==> src/rtl/wb_trace_buffer.sv <==
// Retirement-trace capture: records {WB pc, cycle stamp} per retiring instruction
// into a circular buffer with continuous/one-shot modes and PC-match triggering.
module wb_trace_buffer #(
  parameter int PC_W    = 32,
  parameter int STAMP_W = 16,
  parameter int DEPTH   = 16,
  parameter int ADDR_W  = 4
) (
  input  logic               clk,
  input  logic               reset,
  input  logic               arm,
  input  logic               mode,
  input  logic               trig_en,
  input  logic [PC_W-1:0]    trig_pc,
  input  logic [ADDR_W-1:0]  post_cnt,
  input  logic               wb_valid,
  input  logic [PC_W-1:0]    wb_pc,
  input  logic [ADDR_W-1:0]  rd_idx,
  output logic [PC_W-1:0]    rd_pc,
  output logic [STAMP_W-1:0] rd_stamp,
  output logic [ADDR_W:0]    count,
  output logic [1:0]         state,
  output logic               triggered,
  output logic               done
);

  typedef enum logic [1:0] {
    ST_IDLE = 2'd0,
    ST_RUN  = 2'd1,
    ST_POST = 2'd2,
    ST_DONE = 2'd3
  } state_t;

  localparam logic [ADDR_W:0] FULL = (ADDR_W+1)'(DEPTH);

  state_t               state_reg, state_next;
  logic [ADDR_W-1:0]    wr_ptr_reg, wr_ptr_next;
  logic [ADDR_W-1:0]    remain_reg, remain_next;
  logic [ADDR_W:0]      count_reg, count_next;
  logic [STAMP_W-1:0]   stamp_reg;
  logic                 triggered_reg, triggered_next;
  logic                 wr_en;
  logic                 hit;

  logic [PC_W-1:0]      pc_mem    [DEPTH];
  logic [STAMP_W-1:0]   stamp_mem [DEPTH];
  logic [ADDR_W-1:0]    rd_addr;
  logic                 rd_ok, rd_ok_reg;
  logic [PC_W-1:0]      rd_pc_q;
  logic [STAMP_W-1:0]   rd_stamp_q;

  always_ff @(posedge clk) begin
    if (reset) begin
      state_reg     <= ST_IDLE;
      wr_ptr_reg    <= '0;
      remain_reg    <= '0;
      count_reg     <= '0;
      stamp_reg     <= '0;
      triggered_reg <= 1'b0;
      rd_ok_reg     <= 1'b0;
    end else begin
      state_reg     <= state_next;
      wr_ptr_reg    <= wr_ptr_next;
      remain_reg    <= remain_next;
      count_reg     <= count_next;
      stamp_reg     <= stamp_reg + STAMP_W'(1);
      triggered_reg <= triggered_next;
      rd_ok_reg     <= rd_ok;
    end
  end

  always_comb begin
    state_next     = state_reg;
    wr_ptr_next    = wr_ptr_reg;
    remain_next    = remain_reg;
    count_next     = count_reg;
    triggered_next = triggered_reg;
    wr_en          = 1'b0;
    hit            = trig_en && (wb_pc == trig_pc);
    if (arm) begin
      state_next     = ST_RUN;
      wr_ptr_next    = '0;
      count_next     = '0;
      triggered_next = 1'b0;
    end else if (wb_valid && (state_reg == ST_RUN || state_reg == ST_POST)) begin
      wr_en       = 1'b1;
      wr_ptr_next = wr_ptr_reg + 1'b1;
      if (count_reg != FULL) count_next = count_reg + 1'b1;
      if (state_reg == ST_RUN) begin
        if (hit) triggered_next = 1'b1;
        // A one-shot capture filling up takes precedence over entering POST.
        if (mode && count_next == FULL) begin
          state_next = ST_DONE;
        end else if (hit) begin
          remain_next = post_cnt;
          state_next  = (post_cnt == '0) ? ST_DONE : ST_POST;
        end
      end else begin
        remain_next = remain_reg - 1'b1;
        if (remain_reg == ADDR_W'(1)) state_next = ST_DONE;
      end
    end
  end

  // Once the buffer has wrapped, the oldest entry sits at the write pointer.
  assign rd_addr = ((count_reg == FULL) ? wr_ptr_reg : '0) + rd_idx;
  assign rd_ok   = ({1'b0, rd_idx} < count_reg);

  always_ff @(posedge clk) begin
    if (wr_en && !reset) begin
      pc_mem[wr_ptr_reg]    <= wb_pc;
      stamp_mem[wr_ptr_reg] <= stamp_reg;
    end
    rd_pc_q    <= pc_mem[rd_addr];
    rd_stamp_q <= stamp_mem[rd_addr];
  end

  assign rd_pc     = rd_ok_reg ? rd_pc_q : '0;
  assign rd_stamp  = rd_ok_reg ? rd_stamp_q : '0;
  assign count     = count_reg;
  assign state     = state_reg;
  assign triggered = triggered_reg;
  assign done      = (state_reg == ST_DONE);

endmodule

==> config.mk <==
export PLATFORM = sky130hd
export DESIGN_NAME = wb_trace_buffer
export DESIGN_NICKNAME = d
export VERILOG_FILES = /design/src/rtl/wb_trace_buffer.sv
export SDC_FILE = /design/constraint.sdc
export NUM_CORES = 1
export LEC_CHECK = 0
export ABC_AREA = 1
export CAP_MARGIN = 0
export CORE_MARGIN = 2
export CORE_UTILIZATION = 61
export DETAILED_ROUTE_END_ITERATION = 7
export PLACE_DENSITY_LB_ADDON = 0.3
export SLEW_MARGIN = 40
export SYNTH_ARGS = -nofsm -noshare
export SYNTH_HDL_FRONTEND = slang
export SYNTH_SLANG_ARGS = --single-unit
==> constraint.sdc <==
create_clock -name clk -period 5 [get_ports clk]
set_input_delay 1 -clock clk [delete_from_list [all_inputs] [get_ports clk]]
set_output_delay 1 -clock clk [all_outputs]
set_load 0.01 [all_outputs]
# Word level (Yosys, flattened, before mapping)
# Memory sizes are Yosys's and may differ from the RTL's. A register that Yosys moved wholly into a read port is not among the register bits.
# Index checks and enable logic that the tools add are counted.
dict set report totals {
  regBits 33
  mem_bits_rw 768
  input_bits 78
  elab_cells 64
  memories 2
}
# name depth word_bits rd rd_clocked_by_memory_dff write_ports line
set mem_list {}
lappend mem_list {pc_mem 16 32 1 1 1 45} ;# logic [PC_W-1:0] pc_mem [DEPTH];
lappend mem_list {stamp_mem 16 16 1 1 1 46} ;# logic [STAMP_W-1:0] stamp_mem [DEPTH];
dict set report op_classes {
  add_sub_neg 5
  n_lt_le_gt_ge 1
  eq_ne 12
  mux 20
  bitwise 1
  reduce_logical 15
}
# op n
set op_table {}
lappend op_table {{equality test 32 bit} 1}
lappend op_table {{two-way mux 32 bit} 1}
lappend op_table {{adder 16 x 1 -> 16 bit (second input constant)} 1}
lappend op_table {{two-way mux 16 bit} 1}
lappend op_table {{two-way mux 4 bit} 4}
lappend op_table {{two-way mux 5 bit} 3}
lappend op_table {{equality test 5 bit (second input constant)} 2}
lappend op_table {{AND reduction 3 bit} 3}
lappend op_table {{two-way mux 2 bit} 4}
lappend op_table {{two-way mux 1 bit} 7}
lappend op_table {{adder 5 x 1 -> 5 bit (second input constant)} 1}
lappend op_table {{< comparator 4 x 5 -> 1 bit} 1}
lappend op_table {{inequality test 5 bit (second input constant)} 1}
lappend op_table {{adder 4 x 1 -> 4 bit (second input constant)} 1}
lappend op_table {{adder 4 bit} 1}
lappend op_table {{equality test 2 bit (second input constant)} 2}
lappend op_table {{equality test 4 x 1 -> 1 bit (second input constant)} 1}
lappend op_table {{logical AND 1 bit} 4}
lappend op_table {{logical NOT 4 bit} 1}
lappend op_table {{inequality test 2 bit (second input constant)} 2}
lappend op_table {{inequality test 4 x 3 -> 1 bit (second input constant)} 1}
lappend op_table {{AND reduction 4 bit} 1}
lappend op_table {{nonzero test 2 bit} 2}
lappend op_table {{subtractor 4 x 1 -> 4 bit (second input constant)} 1}
lappend op_table {{other kinds (7)} 7}

# Longest topological paths before layout
# Gate-level depths: netlist of run 1.
dict set report depth {
  depth_word 11
  depth_mapped 14
  mapped_depth_nobuf 13
}

# Least setup slack after synthesis of run 1
# No wires, ideal clock.
dict set report synth_timing {
  kind {input to register}
  startpoint {input port arm}
  endpoint {memory pc_mem[0][0], enable pin}
  arrival_time_ns 3.782
  required_ns 4.546
  slack_ns 0.764
  path_stages 5
  n_path_buf 0
  path_cell_list {nor2_1 -> inv_1 -> nor2_1 -> nand2_1 -> nor2_1}
}
dict set report synth_via {
  elab_chain_len 4
}
# element line
set synth_rtl {}
lappend synth_rtl {{start: declaration} 11} ;# input logic arm,
lappend synth_rtl {{two-way mux 1 bit} 80} ;# if (arm) begin
lappend synth_rtl {{logical AND 1 bit} 110} ;# if (wr_en && !reset) begin
lappend synth_rtl {{two-way mux 1 bit} 110}
lappend synth_rtl {{two-way mux 1 bit (not written as such)} 111} ;# pc_mem[wr_ptr_reg] <= wb_pc;
lappend synth_rtl {{end: declaration} 45}
# Every way passes these cells.

# Worst setup path after layout of run 1
dict set report layout_timing {
  startpoint {register rd_ok_reg}
  endpoint {output port rd_pc[8]}
}
dict set report layout_via {
  elab_chain_len 1
}
# element line
set layout_rtl {}
lappend layout_rtl {{start: declaration} 48} ;# logic rd_ok, rd_ok_reg;
lappend layout_rtl {{start signal: assignment} 68} ;# rd_ok_reg <= rd_ok;
lappend layout_rtl {{two-way mux 32 bit} 118} ;# assign rd_pc = rd_ok_reg ? rd_pc_q : '0;
lappend layout_rtl {{end: declaration} 19} ;# output logic [PC_W-1:0] rd_pc,
# Every way passes these cells.

==> flow_summary.ini, run 1 <==
[drt]
routed.top_layer = met4
via_per_inst = 5.97
wl_per_cell_um = 22.3
firstDrtPassIters = 5
wl_met2_mm = 39.5
first_iter_violations = 2630
drc = 0
drt-total-wl_mm = 80.7
ant_nets = 0
vias = 21625
met3RoutedLength_mm = 6.50
wl_met1_mm = 32.2

[status]
status = finished, final reports clean

[setup_path]
critPathKind = flop to primary output
crit_slowest_cell = dfxtp_2
critical_path.max_fanout = 21
cp-end-kind = primary output
cp_cell_sequence = buf_4 > nand2_1 > inv_1 > clkdlybuf4s50_1
worst_r2r_endpoint = rd_pc_q[15]
arrival_ps = 2660
worstReg2RegStart = count[0]
required_ps = 4000
r2r_setup_slack_ps = 1430
cp_slowest_stage_delay_ps = 760
crit_path_start_kind = flop
r2r_cells = 12

[yosys]
synth_warnings = 0
synth_cell_type_count = 36
synth_nets = 2765
syn_avg_cell_area_um2 = 12.9
synthCells = 2669
synth_seq_cells = 849
synthesis.area_mm2 = 0.0344
yosysSeqAreaShare_pct = 71.7

[floorplan]
core_mm2 = 0.0561
rows = 87
io_pins = 135
initial_utilization_pct = 61.4
die_area_mm2 = 0.0584
die_h_um = 242
die_x_um = 242

[clock_tree]
cts_tree = done
ctsResizeCount = 0
hold_buffers = 0
cts.sinks = 849
cts_setup_buffers = 0
cts_max_level = 3
path_clk_slew_ps = 60
clock_latency_ps = 630
numCtsBuffers = 83
clockRootBuffer = clkbuf_16
clockBufferDepth = 3

[global_route]
antenna_found_initial = 0
grt_start_max_net_pins = 132
track_usage_pct = 27.5
grt_pass1_wl_mm = 123
first_global_vias = 21778
grt-ovfl-total = 0

[min_path]
hp-class = flop to flop
worstHoldPathCells = 1
min_from = triggered
hold_end = triggered

[power]
p_total_mw = 14.9
vdd_drop_max_v = 0.000285
leakagePower_nw = 14.6
p_int_mw = 11.7
p_clk_share_pct = 41.8
power.density_mw_per_mm2 = 374
seqPwrFrac_pct = 52.5
p_sw_mw = 3.13
p_sw_share_pct = 21.1
p_comb_share_pct = 5.7

[place]
io_buffers = 134
hpwl_mm = 41.8
gp_congestion = 0.790
place_area_mm2 = 0.0370
placedCellCount = 3469

[finish]
utilization_pct = 70.9
layout_commonest_cell = edfxtp_1
stdcell_area_mm2 = 0.0398
layout_common_cells = edfxtp_1, inv_1, o21ai_0
largestRegisters = pc_mem x512, stamp_mem x256, rd_pc_q x32
num-fill-cells = 3576
top_register = pc_mem
instances_no_fill = 3624
nets = 2894
drive_above_1_share_pct = 6.91
area_delta_synth_final_pct = 15.5
largest_register_ffs = 512

[flow_run]
maxCapViolations = 0

[timing]
max_freq_ghz = 0.274
post-route-min-period_ps = 3660
finClkSkew_ps = 19.9
report.final.slew_viol_count = 0
finalSetupViolCount = 0
relSlewSlack_pct = 46.5
timing_hold_violations_final = 0
rsz0062_at_grt = no
setup_tns_ps = 0
period_share_pct = 73.1
tightest_slew_ps = 800
## per-stage QoR
step / setup WS, ps / hold slack [ps]
after detailed placement: 933 / 461
after global routing: 1240 / 510
after global placement: 1010 / 455
after floorplan: 764 / 457
after CTS: 1330 / 479
final: 1340 / 476
## kinds of logic (layout without fill, tap and decap cells)
logic type | count (synthesis) | after routing | share of synthesized area, %
adders and majority gates | 18 | 18 | 0.676
buffers and inverters | 470 | 668 | 5.37
AOI/OAI and AO/OA | 730 | 730 | 11.5
and+or+nand+nor | 385 | 385 | 4.46
other | 0 | 1 | 0
DFF | 849 | 849 | 71.7
xor gates and xnor gates | 24 | 24 | 0.654
muxes | 193 | 193 | 5.62
## per-layer routing
metal,global-route usage (%),up-vias
li1,-,9822
met1,36.7,10590
met2,46.0,1037
met3,3.96,176
met4,10.8,0
met5,0,-
## worst max-delay path by stage
stage               slack (ps)  startpoint  cells after the start       endpoint
global placement          1010   rd_idx[0]                     10  rd_stamp_q[8]
CTS                       1330   rd_ok_reg                      4       rd_pc[8]
detailed placement         930   rd_idx[0]                      9    rd_pc_q[15]
finish                    1340   rd_ok_reg                      4       rd_pc[8]
global route              1240    count[0]                     13    rd_pc_q[11]
floorplan                  760         arm                      5   pc_mem[0][0]
## Yosys cell counts, drive strengths merged
master  number  share of area, %
or2          2             0.036
dfxtp       81               4.7
nor4         1             0.018
nor2        75              0.83
mux2         1             0.033
nand2      262               2.9
o21a         2             0.044
nor3b        2             0.044
o211ai      98               2.1
nand3       24              0.36
fa           1             0.058
nand4        6              0.11
clkbuf     102               1.1
xor2         5              0.15
mux2i      192               5.6
o21ai      316               4.6
clkinv       2             0.022
nor3         9              0.13
a21oi      264               3.8
inv        324               3.5
nand3b       1             0.022
ha          17              0.62
xnor2       19              0.51
a31oi       48              0.87
buf         42              0.70
and2         3             0.055
o22ai        1             0.018
edfxtp     768                67
a21o         1             0.022
## power groups by stage
stage | sequential (mW) | combinational (mW) | clock (mW)
6_report | 7.81 | 0.855 | 6.21
5_1_grt | 7.81 | 0.936 | 6.54
4_1_cts | 7.80 | 0.853 | 6.27
3_5_place_dp | 7.95 | 0.843 | 0
3_3_place_gp | 7.95 | 0.811 | 0
2_1_floorplan | 7.93 | 0.497 | 0
## critical path, delay by kind of cell (launching register included)
family	cells	cell delay, ps
flops	1	760
buf+inv	3	1070
simple gates	1	160
## final cells by class
class	instances	area, µm²	area share [%]
Multi-Input combinational cell	1350	8050	20.2
Tap cell	756	946	2.38
Clock buffer	121	2410	6.05
Inverter	326	1230	3.09
Sequential cell	849	24700	62.1
Antenna cell	1	2.50	0.00629
Clock inverter	33	317	0.796
Timing Repair Buffer	188	2130	5.36
Power figures use the tool's default switching activity.
==> run 2, diff against run 1 <==
- CORE_UTILIZATION: 61 -> 55
- clock period: 5 -> 3.15 ns (I/O delays scaled with it)
==> flow_summary.ini, run 2 (synthesized netlist as in run 1, its figures left out) <==
[timing]
tightest_slew_ps = 721
max_freq_ghz = 0.333
period_share_pct = 95.4
whs_ps = 484
setup_tns_ps = 0
timing_hold_violations_final = 0
finClkSkew_ps = 19.5
relSlewSlack_pct = 51.9
rsz0062_at_grt = no
report.final.slew_viol_count = 0
post-route-min-period_ps = 3000
finalSetupViolCount = 0

[min_path]
worstHoldPathCells = 1
hold_end = triggered
hp-class = flop to flop
min_from = triggered

[floorplan]
die_area_mm2 = 0.0646
core_mm2 = 0.0618
die_x_um = 254
die_h_um = 254
rows = 91
initial_utilization_pct = 55.7
io_pins = 135

[setup_path]
arrival_ps = 3520
required_ps = 3660
crit_path_start_kind = flop
critical_path.max_fanout = 24
worstReg2RegStart = count[1]
cp-end-kind = flop
r2r_cells = 13
r2r_setup_slack_ps = 150
critPathKind = flop to flop
worst_r2r_endpoint = rd_pc_q[19]

[status]
status = finished, final reports clean

[clock_tree]
path_clk_slew_ps = 70
cts_setup_buffers = 0
hold_buffers = 0
clock_latency_ps = 630
cts.sinks = 849
clockRootBuffer = clkbuf_16
numCtsBuffers = 82
cts_tree = done
clockBufferDepth = 3
cts_max_level = 3

[global_route]
grt_busiest_layer = met2
grt_pass1_wl_mm = 124
antenna_found_initial = 1
grt_start_max_net_pins = 97
use_met2_pct = 42.5
first_global_vias = 21351
grtUsageMet1_pct = 34.7
track_usage_pct = 25.8
grt-ovfl-total = 0
grt_util_met3_pct = 4.51

[finish]
layout_common_cells = edfxtp_1, inv_1, o21ai_0
largestRegisters = pc_mem x512, stamp_mem x256, rd_pc_q x32
area_delta_synth_final_pct = 19.2
layout_commonest_cell = edfxtp_1
num-fill-cells = 4229
multiInputGateArea_mm2 = 0.00806
seq_area_mm2 = 0.0247
drive_above_1_share_pct = 10.3
nets = 2987
largest_register_ffs = 512
top_register = pc_mem

[drt]
wl_per_cell_um = 22.1
firstDrtPassIters = 5
drc = 0
first_iter_violations = 2409
drt-total-wl_mm = 83.9
ant_nets = 0
via_per_inst = 5.73
vias = 21735

[power]
leakagePower_nw = 15.2
p_total_mw = 23.8
power.density_mw_per_mm2 = 581
vdd_drop_max_v = 0.000392

[place]
io_buffers = 134
gp_congestion = 0.821
hpwl_mm = 46.8

[flow_run]
maxCapViolations = 0
run 2: routing by layer:
layer  share of wire, %  wire length [µm]
met5                  0                 0
met4                2.7              2260
met3                7.8              6530
met2                 49             40800
met1                 41             34300
run 2: timing repair:
item                                    4_1_cts  5_1_grt
resized for setup                             0        6
endpoints found under the setup margin        0       39
hold endpoints to repair                      0        0
run 2: per-stage QoR:
step                std cells  utilization, %  setup WS (ps)  instance area (µm²)
floorplan                2669               -           -744                34400
global placement         3643            61.8           -163                38200
detailed placement       3643            61.8           -162                38200
CTS                      3793            66.3           56.8                41000
global route             3794            66.4           3.19                41000
finish                   3795            66.4            146                41000
run 2: worst max path at each step:
stage,start,to,slack [ps],depth (start not counted)
floorplan,state[1],pc_mem[0][0],-740,7
global placement,rd_idx[0],rd_pc_q[28],-160,10
detailed placement,rd_idx[0],rd_pc_q[28],-160,10
CTS,count[1],rd_pc_q[28],60,13
global route,count[1],rd_stamp_q[15],3,12
finish,count[1],rd_pc_q[19],150,13
run 2: worst max-delay path, stage by stage, from the launching register on:
cell and delay, ps:
dfxtp_2 360, inv_1 80, ha_1 210, nand3_2 150, nor2_2 60, ha_4 160, fa_4 820, buf_4 240
buf_12 200, a21oi_1 60, o21ai_0 110, o211ai_1 160, a21oi_1 230, a31oi_1 50
run 2: final cells by class:
type                            count  share of cell area, %
Antenna cell                        1                0.00610
Multi-Input combinational cell   1350                   19.6
Clock buffer                      104                   5.55
Clock inverter                     46                   1.15
Tap cell                          837                   2.55
Inverter                          326                   3.00
Sequential cell                   849                   60.2
Timing Repair Buffer              282                   7.92
run 2: power by group:
group	total, mW	switching, mW	internal [mW]	leakage, nW
Sequential	12.4	0.0499	12.3	7.58
Clock	9.95	4.08	5.86	1.35
Combinational	1.54	0.903	0.637	6.28
Total	23.8	5.04	18.8	15.2
